==> src/rtl/mdu_pkg.sv <==
// Shared definitions for the multiply/divide unit.
// Provides the request operation codes and the control FSM state encoding.
package mdu_pkg;

  localparam logic [2:0] OP_MULT  = 3'd0;
  localparam logic [2:0] OP_MULTU = 3'd1;
  localparam logic [2:0] OP_DIV   = 3'd2;
  localparam logic [2:0] OP_DIVU  = 3'd3;
  localparam logic [2:0] OP_MTHI  = 3'd4;
  localparam logic [2:0] OP_MTLO  = 3'd5;

  typedef enum logic [1:0] {
    StIdle,
    StMul,
    StDiv,
    StFix
  } state_e;

endpackage

==> src/rtl/div_iter.sv <==
// Iterative radix-2 restoring divider core.
// Forms operand magnitudes on start, then produces one quotient bit per cycle for XLEN cycles.
// Outputs are unsigned magnitudes plus the sign-correction flags; the caller applies them.
//
// Ports:
//   clk_i, reset_i  clock and synchronous active-high reset
//   start_i         load operands and begin (one cycle)
//   flush_i         abandon the current division
//   signed_i        treat operands as two's complement
//   dividend_i      dividend, sampled on start
//   divisor_i       divisor, sampled on start
//   finish_o        high during the last iteration cycle
//   quotient_o      quotient magnitude (valid the cycle after finish_o)
//   remainder_o     remainder magnitude (valid the cycle after finish_o)
//   neg_quot_o      quotient must be negated
//   neg_rem_o       remainder must be negated
//   div_zero_o      divisor was zero
module div_iter #(
  parameter int unsigned XLEN = 32
) (
  input  logic            clk_i,
  input  logic            reset_i,
  input  logic            start_i,
  input  logic            flush_i,
  input  logic            signed_i,
  input  logic [XLEN-1:0] dividend_i,
  input  logic [XLEN-1:0] divisor_i,
  output logic            finish_o,
  output logic [XLEN-1:0] quotient_o,
  output logic [XLEN-1:0] remainder_o,
  output logic            neg_quot_o,
  output logic            neg_rem_o,
  output logic            div_zero_o
);

  localparam int unsigned CntW = $clog2(XLEN);
  localparam logic [CntW-1:0] LastCnt = CntW'(XLEN - 1);

  logic            active_q, active_d;
  logic [CntW-1:0] cnt_q, cnt_d;
  logic [XLEN-1:0] rem_q, rem_d;
  logic [XLEN-1:0] quot_q, quot_d;
  logic [XLEN-1:0] dvsr_q, dvsr_d;
  logic            neg_quot_q, neg_quot_d;
  logic            neg_rem_q, neg_rem_d;
  logic            zero_q, zero_d;

  logic            dvd_neg, dvs_neg;
  logic [XLEN-1:0] dvd_mag, dvs_mag;
  logic [XLEN:0]   rem_shift;
  logic [XLEN+1:0] diff;

  always_comb begin
    dvd_neg   = signed_i & dividend_i[XLEN-1];
    dvs_neg   = signed_i & divisor_i[XLEN-1];
    dvd_mag   = dvd_neg ? -dividend_i : dividend_i;
    dvs_mag   = dvs_neg ? -divisor_i : divisor_i;
    // Quotient register doubles as the dividend shifter: its MSB feeds the partial remainder.
    rem_shift = {rem_q, quot_q[XLEN-1]};
    diff      = {1'b0, rem_shift} - {2'b00, dvsr_q};

    active_d   = active_q;
    cnt_d      = cnt_q;
    rem_d      = rem_q;
    quot_d     = quot_q;
    dvsr_d     = dvsr_q;
    neg_quot_d = neg_quot_q;
    neg_rem_d  = neg_rem_q;
    zero_d     = zero_q;

    if (start_i) begin
      active_d   = 1'b1;
      cnt_d      = '0;
      rem_d      = '0;
      quot_d     = dvd_mag;
      dvsr_d     = dvs_mag;
      neg_quot_d = dvd_neg ^ dvs_neg;
      neg_rem_d  = dvd_neg;
      zero_d     = (divisor_i == '0);
    end else if (active_q) begin
      cnt_d = cnt_q + 1'b1;
      if (!diff[XLEN+1]) begin
        rem_d  = diff[XLEN-1:0];
        quot_d = {quot_q[XLEN-2:0], 1'b1};
      end else begin
        rem_d  = rem_shift[XLEN-1:0];
        quot_d = {quot_q[XLEN-2:0], 1'b0};
      end
      if (cnt_q == LastCnt) begin
        active_d = 1'b0;
      end
    end

    if (flush_i) begin
      active_d = 1'b0;
    end
  end

  always_ff @(posedge clk_i) begin
    if (reset_i) begin
      active_q   <= 1'b0;
      cnt_q      <= '0;
      rem_q      <= '0;
      quot_q     <= '0;
      dvsr_q     <= '0;
      neg_quot_q <= 1'b0;
      neg_rem_q  <= 1'b0;
      zero_q     <= 1'b0;
    end else begin
      active_q   <= active_d;
      cnt_q      <= cnt_d;
      rem_q      <= rem_d;
      quot_q     <= quot_d;
      dvsr_q     <= dvsr_d;
      neg_quot_q <= neg_quot_d;
      neg_rem_q  <= neg_rem_d;
      zero_q     <= zero_d;
    end
  end

  assign finish_o    = active_q && (cnt_q == LastCnt);
  assign quotient_o  = quot_q;
  assign remainder_o = rem_q;
  assign neg_quot_o  = neg_quot_q;
  assign neg_rem_o   = neg_rem_q;
  assign div_zero_o  = zero_q;

endmodule

==> src/rtl/mdu_hilo.sv <==
// Multiply/divide unit owning the HI/LO register pair for the execute stage.
// Accepts one request at a time through a valid/ready handshake, runs a pipelined multiply or an
// iterative divide, and commits the result to HI/LO with a one-cycle done pulse. A flush cancels
// any in-flight operation without touching HI/LO.
//
// Ports:
//   clk, reset   clock and synchronous active-high reset
//   req_valid    request present
//   req_ready    unit idle and able to accept
//   req_op       MULT/MULTU/DIV/DIVU/MTHI/MTLO (6-7 accepted and ignored)
//   req_src1     dividend / multiplicand / move source
//   req_src2     divisor / multiplier
//   flush        cancel in-flight operation, drop any request this cycle
//   busy         multiply or divide in flight
//   done         HI/LO were just updated by a multiply or divide
//   hi, lo       committed HI/LO
module mdu_hilo
  import mdu_pkg::*;
#(
  parameter int unsigned XLEN    = 32,
  parameter int unsigned MUL_LAT = 2
) (
  input  logic            clk,
  input  logic            reset,
  input  logic            req_valid,
  output logic            req_ready,
  input  logic [2:0]      req_op,
  input  logic [XLEN-1:0] req_src1,
  input  logic [XLEN-1:0] req_src2,
  input  logic            flush,
  output logic            busy,
  output logic            done,
  output logic [XLEN-1:0] hi,
  output logic [XLEN-1:0] lo
);

  state_e          state_q, state_d;
  logic [XLEN-1:0] hi_q, hi_d;
  logic [XLEN-1:0] lo_q, lo_d;
  logic            done_q, done_d;

  logic accept, is_mul, is_div, mul_start, div_start;

  assign req_ready = (state_q == StIdle);
  assign accept    = req_valid && req_ready && !flush;
  assign is_mul    = (req_op == OP_MULT) || (req_op == OP_MULTU);
  assign is_div    = (req_op == OP_DIV) || (req_op == OP_DIVU);
  assign mul_start = accept && is_mul;
  assign div_start = accept && is_div;

  // Multiplier: full-width product from sign- or zero-extended operands.
  logic [2*XLEN-1:0] a_ext, b_ext, product;
  logic              mul_signed;

  always_comb begin
    mul_signed = (req_op == OP_MULT);
    a_ext      = {{XLEN{mul_signed & req_src1[XLEN-1]}}, req_src1};
    b_ext      = {{XLEN{mul_signed & req_src2[XLEN-1]}}, req_src2};
    product    = a_ext * b_ext;
  end

  logic [2*XLEN-1:0] mul_tail;
  logic              mul_tail_vld;

  // HI/LO themselves form the final pipe stage, so only MUL_LAT-1 registers sit in front of them.
  if (MUL_LAT == 1) begin : g_mul_comb
    assign mul_tail     = product;
    assign mul_tail_vld = mul_start;
  end else begin : g_mul_pipe
    localparam int unsigned Depth = MUL_LAT - 1;

    logic [2*XLEN-1:0] pipe_q [Depth];
    logic [2*XLEN-1:0] pipe_d [Depth];
    logic [Depth-1:0]  vld_q, vld_d;

    always_comb begin
      pipe_d   = pipe_q;
      vld_d    = vld_q;
      vld_d[0] = mul_start;
      if (mul_start) begin
        pipe_d[0] = product;
      end
      for (int i = 1; i < Depth; i++) begin
        vld_d[i]  = vld_q[i-1];
        pipe_d[i] = pipe_q[i-1];
      end
      if (flush) begin
        vld_d = '0;
      end
    end

    always_ff @(posedge clk) begin
      if (reset) begin
        vld_q <= '0;
      end else begin
        vld_q <= vld_d;
      end
    end

    always_ff @(posedge clk) begin
      pipe_q <= pipe_d;
    end

    assign mul_tail     = pipe_q[Depth-1];
    assign mul_tail_vld = vld_q[Depth-1];
  end

  // Divider.
  logic            div_finish, div_neg_quot, div_neg_rem, div_zero;
  logic [XLEN-1:0] div_quot, div_rem;

  div_iter #(
    .XLEN (XLEN)
  ) u_div_iter (
    .clk_i       (clk),
    .reset_i     (reset),
    .start_i     (div_start),
    .flush_i     (flush),
    .signed_i    (req_op == OP_DIV),
    .dividend_i  (req_src1),
    .divisor_i   (req_src2),
    .finish_o    (div_finish),
    .quotient_o  (div_quot),
    .remainder_o (div_rem),
    .neg_quot_o  (div_neg_quot),
    .neg_rem_o   (div_neg_rem),
    .div_zero_o  (div_zero)
  );

  always_comb begin
    state_d = state_q;
    hi_d    = hi_q;
    lo_d    = lo_q;
    done_d  = 1'b0;

    unique case (state_q)
      StIdle: begin
        if (accept) begin
          unique case (req_op)
            OP_MULT, OP_MULTU: state_d = (MUL_LAT > 1) ? StMul : StIdle;
            OP_DIV, OP_DIVU:   state_d = StDiv;
            OP_MTHI:           hi_d = req_src1;
            OP_MTLO:           lo_d = req_src1;
            default:           ;
          endcase
        end
      end
      StMul: begin
        if (mul_tail_vld) begin
          state_d = StIdle;
        end
      end
      StDiv: begin
        if (div_finish) begin
          state_d = StFix;
        end
      end
      StFix: begin
        state_d = StIdle;
        done_d  = 1'b1;
        // A zero divisor leaves |dividend| as the remainder, so undoing the dividend sign
        // recovers the original dividend for HI; only LO needs forcing.
        hi_d    = div_neg_rem ? -div_rem : div_rem;
        lo_d    = div_zero ? '1 : (div_neg_quot ? -div_quot : div_quot);
      end
      default: state_d = StIdle;
    endcase

    if (mul_tail_vld) begin
      {hi_d, lo_d} = mul_tail;
      done_d       = 1'b1;
    end

    // Flush beats any commit landing on the same edge.
    if (flush) begin
      state_d = StIdle;
      hi_d    = hi_q;
      lo_d    = lo_q;
      done_d  = 1'b0;
    end
  end

  always_ff @(posedge clk) begin
    if (reset) begin
      state_q <= StIdle;
      hi_q    <= '0;
      lo_q    <= '0;
      done_q  <= 1'b0;
    end else begin
      state_q <= state_d;
      hi_q    <= hi_d;
      lo_q    <= lo_d;
      done_q  <= done_d;
    end
  end

  assign busy = (state_q != StIdle);
  assign done = done_q;
  assign hi   = hi_q;
  assign lo   = lo_q;

endmodule

==> config.mk <==
export PLATFORM = sky130hd
export DESIGN_NAME = mdu_hilo
export DESIGN_NICKNAME = d
export VERILOG_FILES = /design/src/rtl/mdu_pkg.sv /design/src/rtl/div_iter.sv /design/src/rtl/mdu_hilo.sv
export SDC_FILE = /design/constraint.sdc
export NUM_CORES = 2
export LEC_CHECK = 0
export ABC_AREA = 1
export BUFFER_PORTS_ARGS = -buffer_cell sky130_fd_sc_hd__buf_2
export CORE_MARGIN = 1
export CORE_UTILIZATION = 60
export DETAILED_ROUTE_END_ITERATION = 7
export PLACE_DENSITY = 0.87
export SLEW_MARGIN = 0
export SYNTH_ARGS = -nofsm -noshare
export SYNTH_HDL_FRONTEND = slang
export SYNTH_SLANG_ARGS = --single-unit
==> constraint.sdc <==
create_clock -name clk -period 9.91 [get_ports clk]
set_input_delay 0.4955 -clock clk [delete_from_list [all_inputs] [get_ports clk]]
set_output_delay 0.4955 -clock clk [all_outputs]
set_load 0.01 [all_outputs]
# [Word-level counts from Yosys, hierarchy flattened]
# Index checks and enable logic that the tools add are counted.
[totals] mem_bits_ro=0 ramBits=0 output_inout_bits=67 input_bits=71 mem_count=0 elab_cells=91 latchBits=0 ff_bits=237
[classes] mul=1 reduce_logical=21 order_cmp=0 div=0 n_shift=0 eq_ne=16 bitwise_logic=6 muxes=27 n_addsub=6
[op_table] op="$mux W32" n=14
[op_table] op="$neg A32 Y32" n=4
[op_table] op="$pmux W32 S2" n=2
[op_table] op="$mul A33 B33 Y64" n=1
[op_table] op="$sub A33 B32 Y34" n=1
[op_table] op="$logic_not A32 Y1" n=1
[op_table] op="$ne A3 B1 Y1 const B" n=4
[op_table] op="$reduce_and A4 Y1" n=3
[op_table] op="$pmux W2 S4" n=1
[op_table] op="$reduce_or A2 Y1" n=4
[op_table] op="$eq A3 B2 Y1 const B" n=2
[op_table] op="$eq A3 B3 Y1 const B" n=2
[op_table] op="$mux W1" n=6
[op_table] op="$mux W2" n=3
[op_table] op="$add A5 B1 Y5 const B" n=1
[op_table] op="$eq A5 B5 Y1 const B" n=1
[op_table] op="$logic_and A1 B1 Y1" n=5
[op_table] op="$and A1 B1 Y1" n=4
[op_table] op="$eq A2 B2 Y1 const B" n=2
[op_table] op="$ne A2 B2 Y1 const B" n=2
[op_table] op="$pmux W2 S2" n=1
[op_table] op="$reduce_bool A2 Y1" n=2
[op_table] op="$eq A3 B1 Y1 const B" n=1
[op_table] op="$logic_not A3 Y1" n=1
[op_table] op="8 further kinds" n=9

# [Depth between registers and ports, before layout]
[logic_depth] ltp_word=6 mapped_depth=31 ltp_nobuf=29

# [Cells and area by module]
# Synthesis repeated with hierarchy kept, for this count alone.
[hier_totals] hier_cells=7533 area_unflattened_um2=55947.4
[modules_own_cells] module="mdu_hilo" seq_area_each_um2=3283.1 cells_each=6032 n_inst=1 area_per_inst_um2=47127.7
[modules_own_cells] module="div_iter" seq_area_each_um2=2102.0 cells_each=1501 n_inst=1 area_per_inst_um2=8819.7

# [Worst setup path after synthesis]
# Ideal clock, no wire load.
[synth_path] path_type="in2reg" from="input req_op[2]" to="register g_mul_pipe.pipe_q[59] (netlist name), data pin" arrival_ns=7.658 setup_time_ns=0.253 stages=26 required_ns=9.657 n_path_buf=2 slack_ns=1.999 path_cell_list="inv_1 > nand3_1 > clkbuf_1 > buf_1 > nor2_1 > fa_1 > fa_1 > fa_1 > inv_1 > fa_1 > inv_1 > fa_1 > fa_1 > inv_1 > fa_1 > inv_1 > fa_1 > ha_1 > nand2_1 > nor2_1 > inv_1 > nor2_1 > nand2_1 > or2_2 > nand4_1 > nand2_1"
[synth_via] elab_chain_cells=3 word_cells_on_any_way=4 classes_between="mul: 1; bitwise: 2; reduce/logical: 1"
[synth_lines] item="from (decl)" line_no="mdu_hilo.sv:27" text="input logic [2:0] req_op,"
[synth_lines] item="$logic_not A3 Y1 (*)" line_no="mdu_hilo.sv:56" text="mul_signed = (req_op == OP_MULT);"
[synth_lines] item="$and A1 B1 Y1, on equally long branches" line_no="mdu_hilo.sv:57, mdu_hilo.sv:58"
[synth_lines] item="$mul A33 B33 Y64 (*)" line_no="mdu_hilo.sv:59" text="product = a_ext * b_ext;"
[synth_lines] item="net product[59]" line_no="mdu_hilo.sv:52" text="logic [2*XLEN-1:0] a_ext, b_ext, product;"
[synth_lines] item="to (signal assigned)" line_no="mdu_hilo.sv:101" text="pipe_q <= pipe_d;"
[synth_lines] item="to (decl)" line_no="mdu_hilo.sv:72" text="logic [2*XLEN-1:0] pipe_q [Depth];"
# The timed path passes the listed nets; every way through them passes the cells marked *.
# A chain may end at the register's enable or synchronous reset.

# [Worst setup path in the final report]
[layout_path] from="input req_src1[31]" to="register g_mul_pipe.pipe_q[54] (netlist name), data pin"
[layout_via] elab_chain_cells=2
[layout_lines] item="from (decl)" line_no="mdu_hilo.sv:28" text="input logic [XLEN-1:0] req_src1,"
[layout_lines] item="$and A1 B1 Y1" line_no="mdu_hilo.sv:57" text="a_ext = {{XLEN{mul_signed & req_src1[XLEN-1]}}, req_src1};"
[layout_lines] item="$mul A33 B33 Y64 (*)" line_no="mdu_hilo.sv:59"
[layout_lines] item="net product[54]" line_no="mdu_hilo.sv:52"
# Marked as above.

==> impl_metrics.env <==
export IMPL_viasPerCell=5.82
export IMPL_drv_cap=0
export IMPL_critPathBufInv=6
export IMPL_synth_mux_area_share_pct=0
export IMPL_post_place_ws_ns=0.941
export IMPL_dp_hpwl_um=157000
export IMPL_cp_common_cell="fa_1"
export IMPL_gr_total_overflow=0
export IMPL_layout_drive_gt1_share_pct=4.76
export IMPL_synth_top_family_by_area="adder cells"
export IMPL_place_congestion=1.06
export IMPL_cts_sinks=237
export IMPL_drt_first_iter_violations=5539
export IMPL_arrival_ns=8.77
export IMPL_cpPeakStageDelay_ns=0.78
export IMPL_hold_path_class="input pin to flip-flop"
export IMPL_synth_avg_cell_area_um2=7.47
export IMPL_finalWorstSetupSlack_ns=1.50
export IMPL_layout_nets=8762
export IMPL_yosys_area_top_type="fa_1"
export IMPL_core_area_um2=91500
export IMPL_final_seq_area_um2=5390
export IMPL_rsz0062_at_grt="no"
export IMPL_post_cts_buffers=0
export IMPL_grt_max_degree=65
export IMPL_cts_buffers=28
export IMPL_ios=138
export IMPL_die_w_um=306
export IMPL_syn_num_nets=8864
export IMPL_synth_area_um2=55400
export IMPL_timing_fmax_mhz=119
export IMPL_grt_usage_pct=42.4
export IMPL_cts_tree="built"
export IMPL_io_buffers=137
export IMPL_yosys_area_share_adder_pct=46.4
export IMPL_post_drt_wl_per_cell_um=22.7
export IMPL_worst_pin_slew_ns=1.11
export IMPL_rows=111
export IMPL_detail_route_antenna_nets=0
export IMPL_routedLengthMet1_um=67500
export IMPL_dr_pass1_iters=7
export IMPL_worstPathRequired_ns=10.27
export IMPL_wl_met2_um=86700
export IMPL_critPathKind="input pin to flip-flop"
export IMPL_finalMaxSlewViolations=0
export IMPL_end_kind="flip-flop"
export IMPL_ys_warn_count=0
export IMPL_areaGrowthSynthToFinish_pct=4.32
export IMPL_die_area_um2=93500
export IMPL_synth_yosys_seq_area_share_pct=9.73
export IMPL_drc=0
export IMPL_cp_top_family="adder cells"
export IMPL_cts_root_buf="clkbuf_16"
export IMPL_outcome="finished clean"
export IMPL_synth_cells=7417
export IMPL_antenna_found_initial=5
export IMPL_cts_resized=0
export IMPL_synth_xor_area_share_pct=1.53
export IMPL_clk_pin_slew_ns=0.06
export IMPL_tns_ns=0
export IMPL_grt_pass1_vias=52400
export IMPL_hold_viol=0
export IMPL_cp_max_fo=35
export IMPL_worstPathCellList="buf_2 > nand2_1 > nor2_1 > fa_1 > fa_1 > fa_1 > inv_1 > fa_1 > inv_1 > fa_1 > fa_1 > inv_1 > fa_1 > fa_1 > inv_1 > ha_1 > inv_1 > o21bai_1 > a31o_2 > nor2_1 > a21boi_0 > nand3_1 > nand2_1 > nand2_1"
export IMPL_fin_crit_ns=8.41
export IMPL_clk_latency_ns=0.61
export IMPL_ys_seq_elements=237
export IMPL_grt_pass1_wl_um=299000
export IMPL_setup_viol=0
export IMPL_fp_dieH_um=306
export IMPL_cp_start_kind="input pin"
export IMPL_utilization_pct=63.1
export IMPL_fin_skew_ns=0.0471
export IMPL_wl_met3_um=23300
export IMPL_relSlewSlack_pct=25.8
export IMPL_slowest_stage="fa_1"
export IMPL_synth_top_area_share_pct=40.7
export IMPL_synth_cell_type_count=54
export IMPL_period_share_pct=84.8
export IMPL_synth_area_top_cells="fa_1 (41%), nand2_1 (13%), inv_1 (12%)"
export IMPL_cts_hold_buf=0
export IMPL_wl_um=194000
export IMPL_vias=49600
export IMPL_start_util_pct=60.5
export IMPL_multi_input_area_um2=41600
export IMPL_synth_compound_area_share_pct=6.24
export IMPL_htree_levels=1
export IMPL_maxUsedRoutingLayer="met4"
export IMPL_synthSimpleGateAreaFrac_pct=20.9
export IMPL_fillCellCount=7745
export IMPL_clockBufferDepth=3
-- sequential cells by signal, summed over array words and instances (netlist names) --
| signal | count |
|---|---|
| u_div_iter.remainder_o | 32 |
| u_div_iter.cnt_q | 5 |
| u_div_iter.dvsr_q | 32 |
| u_div_iter.neg_rem_o | 1 |
| u_div_iter.quotient_o | 32 |
| g_mul_pipe.pipe_q | 64 |
| lo | 32 |
| u_div_iter.neg_quot_o | 1 |
| g_mul_pipe.vld_q | 1 |
| u_div_iter.active_q | 1 |
| state_q | 2 |
| hi | 32 |
| u_div_iter.div_zero_o | 1 |
| done | 1 |
-- layout by cell type (no fill, tap or decap), types with 30 or more instances in the layout --
master,instances
a21oi_1,314
buf_2,137
buf_4,94
clkbuf_16,30
dfxtp_1,173
edfxtp_1,64
fa_1,1126
ha_1,250
inv_1,1832
nand2_1,1949
nand3_1,247
nand4_1,71
nor2_1,470
nor3_1,52
o21ai_0,156
o21ai_1,30
xnor2_1,33
xor2_1,64
-- logic make-up after synthesis --
| family | count (synthesis) |
|---|---|
| DFF | 237 |
| adders and majority gates | 1376 |
| buffers and inverters | 2216 |
| AOI/OAI and AO/OA | 630 |
| xor gates and xnor gates | 97 |
| and+or+nand+nor | 2861 |
-- stage by stage --
stage | hold WS, ns | instances | cell area, um^2
finish | 0.218 | 8528 | 57800
global route | 0.233 | 8525 | 57800
CTS | 0.202 | 8523 | 57800
detailed placement | 0.454 | 8471 | 56800
global placement | 0.451 | 8471 | 56800
floorplan | 0.440 | 7417 | 55400
-- path summary, 6_finish.rpt --
kind | slack, ns | depth (start not counted) | end | from
max reg2reg | 6.43 | 10 | u_div_iter.remainder_o[24] | u_div_iter.remainder_o[24]
max | 1.50 | 24 | g_mul_pipe.pipe_q[54] | req_src1[31]
min | 0.22 | 2 | g_mul_pipe.vld_q | req_op[1]
min reg2reg | 0.46 | 2 | lo[28] | lo[28]
-- cell type report --
| type | instances | share of cell area, % |
|---|---|---|
| Sequential cell | 237 | 9.32 |
| Timing Repair Buffer | 232 | 2.44 |
| Tap cell | 1186 | 2.57 |
| Clock inverter | 9 | 0.156 |
| Clock buffer | 43 | 1.49 |
| Antenna cell | 5 | 0.0217 |
| Inverter | 1852 | 12.0 |
| Multi-Input combinational cell | 4964 | 72.0 |
-- worst register-to-register path: cells and delay by family (launching register included) --
family | cells | cell delay, ns
AND/OR/NAND/NOR | 6 | 1.53
AO/OA/AOI/OAI | 2 | 0.87
flip-flops | 1 | 0.54
adder cells (fa/ha/maj) | 1 | 0.37
buffers and inverters | 1 | 0.10
-- cell usage after synthesis (all sizes together) --
cell and n:
nand2 1958, inv 1849, fa 1126, nor2 490, a21oi 317, nand3 255, ha 250, clkbuf 229
o21ai 190, dfxtp 173, buf 135, nand4 72, edfxtp 64, xor2 64, nor3 55, xnor2 33
o22ai 28, o211ai 26, o21bai 15, a21o 14, a31oi 14, and3 8, and2 7, nand3b 6
or2 6, o31ai 5, o21a 4, o221ai 4, a211oi 3, a21boi 3, clkinv 3, o311ai 3
nor3b 2, nor4 2, o32ai 2, a31o 1, o41ai 1
-- routing by layer --
| metal | global-route usage (%) | vias to the layer above |
|---|---|---|
| met1 | 52.7 | 23900 |
| met4 | 28.3 | 0 |
| met2 | 66.9 | 3356 |
| li1 | - | 21500 |
| met5 | 0 | - |
| met3 | 8.73 | 876 |
Power is not shown: default switching activity piles up to over one toggle a cycle in this logic, so the estimate is an artifact.
